## config.mk

```make
export PLATFORM = sky130hd
export DESIGN_NAME = bk_sub16_pipe
export DESIGN_NICKNAME = d
export VERILOG_FILES = /design/src/rtl/bk_sub16_pipe.sv
export SDC_FILE = /design/constraint.sdc
export NUM_CORES = 1
export LEC_CHECK = 0
export CELL_PAD_IN_SITES_DETAIL_PLACEMENT = 0
export CELL_PAD_IN_SITES_GLOBAL_PLACEMENT = 1
export CORE_ASPECT_RATIO = 0.6
export CORE_MARGIN = 2
export CORE_UTILIZATION = 35
export DETAILED_ROUTE_END_ITERATION = 6
export PLACE_DENSITY = 0.69
export SETUP_SLACK_MARGIN = 0.15
export SYNTH_ARGS = -nofsm -noshare
export SYNTH_HDL_FRONTEND = slang
export SYNTH_SLANG_ARGS = --single-unit
```

## constraint.sdc

```tcl
create_clock -name clk -period 6.9 [get_ports clk]
set_clock_uncertainty 0.05 [all_clocks]
set_input_delay 1.725 -clock clk [delete_from_list [all_inputs] [get_ports clk]]
set_output_delay 1.725 -clock clk [all_outputs]
set_load 0.1 [all_outputs]
```

## src/rtl/bk_sub16_pipe.sv

```systemverilog
// Two-stage Brent-Kung subtractor: diff = a - b - bin,
// built as a + ~b + ~bin with valid/ready streaming.
module bk_sub16_pipe #(
  parameter int WIDTH = 16
) (
  input  logic             clk,
  input  logic             rst_n,
  input  logic             in_valid,
  output logic             in_ready,
  input  logic [WIDTH-1:0] a,
  input  logic [WIDTH-1:0] b,
  input  logic             bin,
  output logic             out_valid,
  input  logic             out_ready,
  output logic [WIDTH-1:0] diff,
  output logic             bout,
  output logic             ovf,
  output logic             zero
);

  if (WIDTH != 16) begin : g_width_chk
    $error("bk_sub16_pipe: WIDTH must be 16");
  end

  // g1/p1 keep only the pairs the reverse tree needs
  typedef struct packed {
    logic [15:0] p;
    logic [7:0]  ge;
    logic        cin;
    logic [3:0]  g1;
    logic [3:0]  p1;
    logic [3:0]  g2;
    logic [3:0]  p2;
    logic        a15;
    logic        bb15;
  } s1_t;

  s1_t s1_d;
  s1_t s1_q;

  logic s1_valid;
  logic s2_valid;
  logic s1_adv;
  logic s2_adv;

  logic [15:0] bb;
  logic [15:0] pb;
  logic [15:0] gb;
  logic [7:0]  gl1;
  logic [7:0]  pl1;
  logic [3:0]  gl2;
  logic [3:0]  pl2;

  assign s2_adv    = !s2_valid || out_ready;
  assign s1_adv    = !s1_valid || s2_adv;
  assign in_ready  = s1_adv;
  assign out_valid = s2_valid;

  assign bb = ~b[15:0];
  assign pb = a[15:0] ^ bb;
  assign gb = a[15:0] & bb;

  always_comb begin
    gl1  = '0;
    pl1  = '0;
    gl2  = '0;
    pl2  = '0;
    s1_d = '0;
    for (int k = 0; k < 8; k++) begin
      gl1[k] = gb[2*k+1] | (pb[2*k+1] & gb[2*k]);
      pl1[k] = pb[2*k+1] & pb[2*k];
      s1_d.ge[k] = gb[2*k];
    end
    for (int q = 0; q < 4; q++) begin
      gl2[q] = gl1[2*q+1] | (pl1[2*q+1] & gl1[2*q]);
      pl2[q] = pl1[2*q+1] & pl1[2*q];
      s1_d.g1[q] = gl1[2*q];
      s1_d.p1[q] = pl1[2*q];
    end
    s1_d.p    = pb;
    s1_d.cin  = ~bin;
    s1_d.g2   = gl2;
    s1_d.p2   = pl2;
    s1_d.a15  = a[15];
    s1_d.bb15 = bb[15];
  end

  logic g3_lo, p3_lo, g3_hi, p3_hi, g4, p4;
  logic c0, c2, c4, c6, c8, c10, c12, c14, c16;
  logic [7:0]  ce;
  logic [7:0]  pe;
  logic [7:0]  co;
  logic [15:0] c;
  logic [15:0] diff_d;
  logic        ovf_d;

  assign g3_lo = s1_q.g2[1] | (s1_q.p2[1] & s1_q.g2[0]);
  assign p3_lo = s1_q.p2[1] & s1_q.p2[0];
  assign g3_hi = s1_q.g2[3] | (s1_q.p2[3] & s1_q.g2[2]);
  assign p3_hi = s1_q.p2[3] & s1_q.p2[2];
  assign g4    = g3_hi | (p3_hi & g3_lo);
  assign p4    = p3_hi & p3_lo;

  // reverse tree: groups down to pairs
  assign c0  = s1_q.cin;
  assign c4  = s1_q.g2[0] | (s1_q.p2[0] & c0);
  assign c8  = g3_lo | (p3_lo & c0);
  assign c16 = g4 | (p4 & c0);
  assign c12 = s1_q.g2[2] | (s1_q.p2[2] & c8);
  assign c2  = s1_q.g1[0] | (s1_q.p1[0] & c0);
  assign c6  = s1_q.g1[1] | (s1_q.p1[1] & c4);
  assign c10 = s1_q.g1[2] | (s1_q.p1[2] & c8);
  assign c14 = s1_q.g1[3] | (s1_q.p1[3] & c12);

  assign ce = {c14, c12, c10, c8, c6, c4, c2, c0};
  assign co = s1_q.ge | (pe & ce);

  always_comb begin
    pe = '0;
    c  = '0;
    for (int k = 0; k < 8; k++) begin
      pe[k]     = s1_q.p[2*k];
      c[2*k]    = ce[k];
      c[2*k+1]  = co[k];
    end
  end

  assign diff_d = s1_q.p ^ c;
  // same operand signs, different result sign
  assign ovf_d  = (s1_q.a15 == s1_q.bb15) && (diff_d[15] != s1_q.a15);

  always_ff @(posedge clk or negedge rst_n) begin
    if (!rst_n) begin
      s1_valid <= 1'b0;
      s1_q     <= '0;
    end else begin
      if (s1_adv)
        s1_valid <= in_valid;
      if (in_valid && s1_adv)
        s1_q <= s1_d;
    end
  end

  always_ff @(posedge clk or negedge rst_n) begin
    if (!rst_n) begin
      s2_valid <= 1'b0;
      diff     <= '0;
      bout     <= 1'b0;
      ovf      <= 1'b0;
      zero     <= 1'b0;
    end else begin
      if (s2_adv)
        s2_valid <= s1_valid;
      if (s1_valid && s2_adv) begin
        diff <= diff_d;
        bout <= ~c16;
        ovf  <= ovf_d;
        zero <= ~|diff_d;
      end
    end
  end

endmodule
```

Word-level counts from Yosys, hierarchy flattened
Cells that the tools add are included.

word-level totals
  bits of input ports = 37
  word-level logic and storage cells = 95
  register bits after elaboration = 64
  output and inout port bits = 21

operators by class
  bitwise operators = 69
  reductions and logical operators = 9
  equal/unequal tests = 2

operators with widths
  cell                 number
  $and A1 B1 Y1        38
  $xor A16 B16 Y16     2
  $or A1 B1 Y1         23
  $and A16 B16 Y16     1
  $not A16 Y16         1
  $reduce_or A16 Y1    1
  $and A8 B8 Y8        1
  $or A8 B8 Y8         1
  $logic_and A1 B1 Y1  3
  $logic_not A1 Y1     3
  $logic_or A1 B1 Y1   2
  $not A1 Y1           2
  $eq A1 B1 Y1         1
  $ne A1 B1 Y1         1

Longest topological paths before layout
Gate-level depths: netlist (run 1).

  word-level depth = 12
  depth in mapped cells = 9
  depth with buffers taken out = 9

Least setup slack after synthesis (run 1)
OpenSTA, ideal clock, no wires.

  path type = input to output
  start point = input out_ready
  end point = output in_ready
  arrival = 2552 ps
  stages = 1
  path buffers = 0
  setup slack = 2573 ps
  data required time = 5125 ps
  path through = nand3b_1

between the ends
  cells in the longest elaborated chain, start to end = 2

RTL lines
  item                line  RTL
  from (decl)         14    input logic out_ready,
  $logic_or A1 B1 Y1  54    assign s2_adv = !s2_valid || out_ready;
  $logic_or A1 B1 Y1  55    assign s1_adv = !s1_valid || s2_adv;
  to (decl)           9     output logic in_ready,

No other way between the ends.

Worst setup path in the final report (run 1)
Same ends and word-level chain as after synthesis.

==> impl_summary.md, run 1 <==
Timing
The worst slew margin relative to its limit is 22.3%. The post-route minimum period is 5.31 ns. Setup repair after global routing left no endpoint under its margin. The slew at the pin closest to its max-slew limit is 1.16 ns. Setup violations remaining at the end of the flow were counted as 0. The share of the cycle needed by the critical path after routing is 77.0%. The maximum clock frequency is 188 MHz. The count of final max-slew check failures was 0. The count of endpoints failing hold in the final timing report is 0. Once routing completed, OpenROAD measured the worst setup slack at 1.59 ns. The final setup TNS is 0 ns.

Final layout
The top cell types in the final layout, fill and taps aside, are sky130_fd_sc_hd__dfrtp_1 (64), sky130_fd_sc_hd__clkdlybuf4s50_1 (56), sky130_fd_sc_hd__nand2_1 (41). In the final design database the tool counted 397 nets. Cells with a size suffix above 1 make up 13.6% of the layout.

Relative to the synthesized area, the layout overhead comes to 30.6%. 0 antenna diodes ended up in the layout. The library cell used most frequently in the layout, excluding fill and tap cells, is sky130_fd_sc_hd__dfrtp_1.

Logic synthesis
The post-synthesis cell count is 276. Counting flops and latches in the post-synthesis netlist gives 64. The synthesized netlist contains 26 unique library cells. Dividing the synthesized area by the synthesized cell count gives 11.0 sq um. The yosys synthesis warning count is 0. The post-synth net total is 337.

For this run, the register share of the synthesized area comes to 52.8%. In this run the cell area of the synthesized design comes to 3030 sq um.

Clock tree
The clock transition at the register clock pins on the worst setup and hold paths after CTS is 0.05 ns. The source-to-sink clock delay at the later pin of the worst-skew pair is 0.33 ns. In this run the post-CTS setup repair buffer count came out at 0.

The clock sink total is 64. The number of gates resized after cts is 0. The clock tree from TritonCTS is built. The clock passes through at most 2 buffers.

The hold buffer count at cts is 0. Buffers inserted during clock tree synthesis total 9. The H-tree generated during clock tree synthesis spans 3 levels. Clock tree synthesis selected as its root buffer the cell sky130_fd_sc_hd__clkbuf_16.

Drt
The detailed-route wire length on metal 1 is 3340 um. The sum of met2 wire segment lengths after detailed routing is 2520 um. The detailed-route DRC error count is 0. The average vias per placed instance is 4.66. The iteration count of the initial detailed-routing pass is 4.

The remaining antenna violation count is 0. The wire length per cell after detailed routing is 14.2 um. The top routing layer in use is met4. The final wirelength is 6400 um.

For this block, the initial DRC count from the detailed router was 125. Summing over every cut layer, the via total after detailed routing is 2098. Detailed routing placed a total of 479 um of wire on met3.

Floorplan
In this run the horizontal extent of the chip is 124 um. The floorplan die height is 76.1 um. 58 I/O pins were placed. The floorplan step defined a die boundary enclosing 9440 sq um. The initial core utilization is 35.8%. The number of core rows is 26. The region available for standard cell placement spans 8460 sq um.

Critical path
The largest fanout on the critical path is 3. For the worst setup path, the data required time is 5.12 ns. The worst setup path is launched from an input port.

STA puts the critical path data arrival time at 3.53 ns. STA classifies the critical path endpoint as a primary output. The setup path with the least slack is of type input port to primary output. The logic depth of the worst register-to-register path is 9. In this run the critical register-to-register path is captured at zero. Setup slack on the worst reg-to-reg path comes out at 4.17 ns.

The startpoint of the worst register-to-register path is c0.

Power and ir drop
The leakage component of the power is 1.85 nW. The maximum VDD drop is 180 uV. The power density normalized to cell area is 384 nW/um^2.

The post-layout total power is 0.00152 W.

Global routing
The leftover overflow at the end of global routing is 0. The global-route usage over all layers is 15.2%. Entering global routing, the biggest net connects 66 pins. The initial antenna violation count is 0. The global-route wire length before repair is 10700 um. The via count of the first global-routing pass is 2089.

Min path
The class of the most critical hold timing path is register to register. The path with the worst hold slack has its endpoint at bout. Along the worst hold path, the cell count comes to 1. The startpoint identified for the worst hold timing path is s1_q[5].

Placed design
Timing analysis after detailed placement gives a worst setup slack of 1.61 ns. Input and output buffers added on the ports amount to 57. The HPWL reported at the end of detailed placement is 4630 um. The placer's final routability congestion estimate is 0.765.

Status
The run finished with clean final reports.

Run
The tool flagged a number of max-cap violations equal to 0.
==> layout make-up <==
cell class	instances	area [sq um]
multi-input combinational	183	1310
tap	112	140
clock buffer	12	256
timing repair buffer	58	573
sequential	64	1600
fill	817	4500
clock inverter	1	5.00
inverter	20	75.1
==> state kept, by name (all words and copies together), names as in the netlist <==
signal and count:
s1_q 34, diff 16, pe 8, bout 1, c0 1, out_valid 1
ovf 1, s1_valid 1, zero 1
==> per-stage QoR <==
step / utilization [%] / area (sq um) / hold slack (ns) / cells
5_1_grt: 46.8 / 3960 / 0.436 / 450
3_3_place_gp: 43.7 / 3700 / 0.384 / 437
6_report: 46.8 / 3960 / 0.400 / 450
2_1_floorplan: - / 3030 / 0.375 / 276
3_5_place_dp: 43.7 / 3700 / 0.392 / 437
4_1_cts: 46.8 / 3960 / 0.402 / 450
==> critical path, cell delays in order <==
cell and delay, ns:
sky130_fd_sc_hd__clkdlybuf4s50_1 0.48, sky130_fd_sc_hd__nand3b_1 0.17, sky130_fd_sc_hd__clkdlybuf4s50_1 1.16
==> logic make-up (layout without fill, tap and decap cells) <==
group / count (synthesis) / in the layout / synth area share [%]
AO/OA/AOI/OAI: 57 / 57 / 10.7
AND/OR/NAND/NOR: 68 / 68 / 10.2
XOR/XNOR: 5 / 5 / 1.45
buffers and inverters: 29 / 91 / 4.13
multiplexers: 29 / 29 / 10.8
adder cells (fa/ha/maj): 24 / 24 / 9.91
flip-flops: 64 / 64 / 52.8
==> worst max path at each step <==
stage,startpoint,end,slack (ns)
3_3_place_gp,out_ready,in_ready,1.64
2_1_floorplan,out_ready,in_ready,2.57
4_1_cts,out_ready,in_ready,1.59
3_5_place_dp,out_ready,in_ready,1.61
5_1_grt,out_ready,in_ready,1.54
6_report,out_ready,in_ready,1.59
==> synth_stat cells, drive strengths merged <==
cell     n  area (sq um)
a22oi    1          7.51
nand3b   1          7.51
a21o     7          52.6
or3      3          18.8
or4      2          18.8
nand4    6          37.5
xor2     5          43.8
ha      24           300
o21ai   33           165
dfrtp   64          1600
nand2   42           158
nor2     6          22.5
o21bai   4          30.0
clkbuf   2          7.51
mux2    29           327
a211oi   1          12.5
a31oi    2          12.5
nand2b   3          18.8
and2     1          6.26
buf      7          42.5
inv     20          75.1
a21oi    9          45.0
nand3    4          20.0
==> layer usage <==
| metal | global-route usage (%) | vias to the layer above |
|---|---|---|
| li1 | - | 1064 |
| met1 | 22.2 | 978 |
| met2 | 20.2 | 49 |
| met3 | 7.34 | 7 |
| met4 | 3.03 | 0 |
| met5 | 0 | - |
==> power breakdown <==
part           total, W  switching (W)  leakage [nW]  internal [W]
registers      0.000505      0.0000481         0.787      0.000457
logic          0.000614       0.000440         0.928      0.000174
clock network  0.000402       0.000147         0.130      0.000255
Note: power is estimated with default switching activity, not from simulation.
==> run 2, diff against run 1 <==
Settings changed: PLACE_DENSITY 0.69 to 0.72.
Clock period 6.9 ns to 4.3 ns, I/O delays scaled along.
==> run 2 against run 1 <==
Against the previous run: power rose by 68%; via count rose by 2.4%; non-clock buffer count increased by 2; global-route usage fell by 0.10 points; critical endpoint unchanged; largest cell class unchanged.
==> impl_summary.md, run 2 (synthesized netlist as in run 1, its figures left out) <==
Floorplan
The initial core utilization is 35.8% (unchanged). The horizontal die dimension is 124 um (unchanged). The total die area is 9440 sq um (unchanged). The number of primary I/O pins came to 58 (unchanged). The floorplan die height is 76.1 um (unchanged).

The core box area came to 8460 sq um (unchanged). The number of core rows was 26 (unchanged).

Global routing
The via count of the first global-routing pass is 2109 (+0.96%). The leftover overflow at the end of global routing was 0 (unchanged). The global-route wire length before repair is 10800 um (+1.4%). The pin count of the biggest net entering global routing was 58 (-12%).

The global-route usage over all layers was 15.1% (-0.10 points). The initial antenna violation count is 0 (unchanged).

Clock tree
The cell at the root of the clock tree is sky130_fd_sc_hd__clkbuf_16. The maximum count of clock buffers along a single path is 2 (unchanged). The number of gates resized after cts was 0 (unchanged). The hold buffer count at cts is 0 (unchanged). The source-to-sink clock delay at the later pin of the worst-skew pair came to 0.32 ns (about the same).

The H-tree depth is 3 (unchanged). The setup fix buffers added after clock tree synthesis is 0 (unchanged). The clock sink total is 64 (unchanged).

TritonCTS built the clock tree. The clock transition at the register clock pins on the worst setup and hold paths after CTS is 0.05 ns (about the same). The number of buffers added by the clock tree synthesis step came to 9 (unchanged).

Critical path
The startpoint of the worst register-to-register path is c0. The required time reported for the critical path endpoint came to 3.17 ns (-1.95 ns). The signal on the critical path passes through clkdlybuf4s50_1 -> nand3b_1 -> buf_4.

The largest fanout on the critical path is 3 (unchanged). The signal arrival time at the worst endpoint is 2.05 ns (-1.48 ns). The startpoint type of the worst setup path is an input port. The cell at the slowest stage of the critical path is sky130_fd_sc_hd__clkdlybuf4s50_1.

The source of the critical timing path is out_ready. STA classifies the critical path endpoint as a primary output. The category of the critical setup timing path is input port to primary output. The largest stage delay on the critical path was 0.49 ns (-0.67 ns).

Power and ir drop
The maximum VDD drop is 256 uV (+43%). The leakage component of the power is 1.88 nW (+2.1%). The power density normalized to cell area was 635 nW/um^2 (+65%).

Drt
The average vias per placed instance is 4.72 (+1.3%). The final wirelength was 6580 um (+2.9%). The total number of vias is 2148 (+2.4%). The iteration count of the initial detailed-routing pass is 4 (unchanged). The remaining antenna violation count is 0 (unchanged). The first-iteration detailed-routing DRC count is 139 (+11%). The detailed-route DRC error count is 0 (unchanged). The wire length per cell after detailed routing was 14.5 um (+1.7%).

Final layout
The final core utilization came to 47.6% (+0.83 points). The most common library cell in the layout ignoring fill and taps is sky130_fd_sc_hd__dfrtp_1. The library cells used most frequently in the layout, excluding fill and tap cells, are sky130_fd_sc_hd__dfrtp_1 (64), sky130_fd_sc_hd__clkdlybuf4s50_1 (55), sky130_fd_sc_hd__nand2_1 (41). The number of diodes was 0 (unchanged). The register with the most flip-flops is s1_q. The share of final-layout standard cells stronger than drive strength 1 is 15.2% (+1.6 points). The flip-flop count of the largest register, all copies and words added is 34 (unchanged). From synthesis to final layout, the design area changed by 32.9%.

The net count reported at finish is 399 (+0.50%).

Status
The run finished with clean final reports.

Placed design
The number of port buffers is 57 (unchanged). The HPWL reported at the end of detailed placement came to 4820 um (+4.0%). The placer's final routability congestion estimate is 0.737 (-3.7%).

Timing
The count of final max-slew check failures is 0 (unchanged). The worst slew margin relative to its limit came to 27.5% (+5.2 points). Of the available clock period, the critical path in the final layout requires 73.8%.

Timing would allow up to 315 MHz. Setup repair after global routing left no endpoint under its margin. The total of endpoints with negative setup slack in the final report is 0 (unchanged). The post-route minimum period is 3.17 ns. The count of endpoints failing hold in the final timing report is 0 (unchanged). The final setup TNS came to 0 ns (unchanged). The slew at the pin closest to its max-slew limit came to 1.08 ns (-0.0782 ns).

Run
The total of max-cap violations came to 0 (unchanged).

Min path
The class of the most critical hold timing path is register to register. The worst hold path begins at s1_q[5].
==> run 2: cell count changes in the layout (fill, tap and decap cells not counted), sizes merged <==
cell	change
buf	+3
bufinv	+1
clkbuf	+2
clkdlybuf4s50	-1
==> run 2: final timing paths <==
path	endpoint	slack, ns	cells after the start
min in group asynchronous	s1_q[0]	0.90	1
worst min-delay path	bout	0.40	1
max in group asynchronous	s1_q[9]	2.47	2
worst max-delay path	in_ready	1.13	3
worst max register to register	zero	1.61	9
worst min register to register	bout	0.40	1
==> run 2: worst max-delay path, delay by kind of cell <==
kind	cells	cell delay [ns]
buffers and inverters	2	0.81
AND/OR/NAND/NOR	1	0.17
==> run 2: layout make-up <==
type	count	area, sq um
flip-flops and latches	64	1600
repair buffers	60	586
multi-input cells	183	1310
fillers	790	4430
clock inverters	2	35.0
clock buffers	14	284
inverters	20	75.1
well taps	112	140
==> run 2: metrics by stage <==
| step | hold WS (ns) | power, W | worst slack [ns] | cells | area [sq um] |
|---|---|---|---|---|---|
| finish | 0.402 | 0.00256 | 1.13 | 455 | 4030 |
| global route | 0.429 | 0.00268 | 1.09 | 455 | 4030 |
| CTS | 0.402 | 0.00258 | 1.13 | 455 | 4030 |
| detailed placement | 0.390 | 0.00181 | 1.12 | 439 | 3710 |
| global placement | 0.389 | 0.00180 | 1.18 | 439 | 3710 |
| floorplan | 0.375 | 0.00154 | 1.18 | 276 | 3030 |
==> run 2: per-layer routing <==
| metal | routed length [um] | GRT usage, % | vias up | part of all wire (%) |
|---|---|---|---|---|
| met2 | 2560 | 19.1 | 47 | 39 |
| met1 | 3610 | 23.6 | 1018 | 55 |
| met4 | 65 | 5.06 | 0 | 0.99 |
| met3 | 357 | 4.79 | 7 | 5.4 |
| li1 | - | - | 1076 | - |
| met5 | 0 | 0 | - | 0 |
==> run 2: power breakdown <==
part | switching (W) | total (W) | internal, W
clock | 0.000248 | 0.000759 | 0.000511
sequential | 0.0000764 | 0.000809 | 0.000732
combinational | 0.000707 | 0.000989 | 0.000282
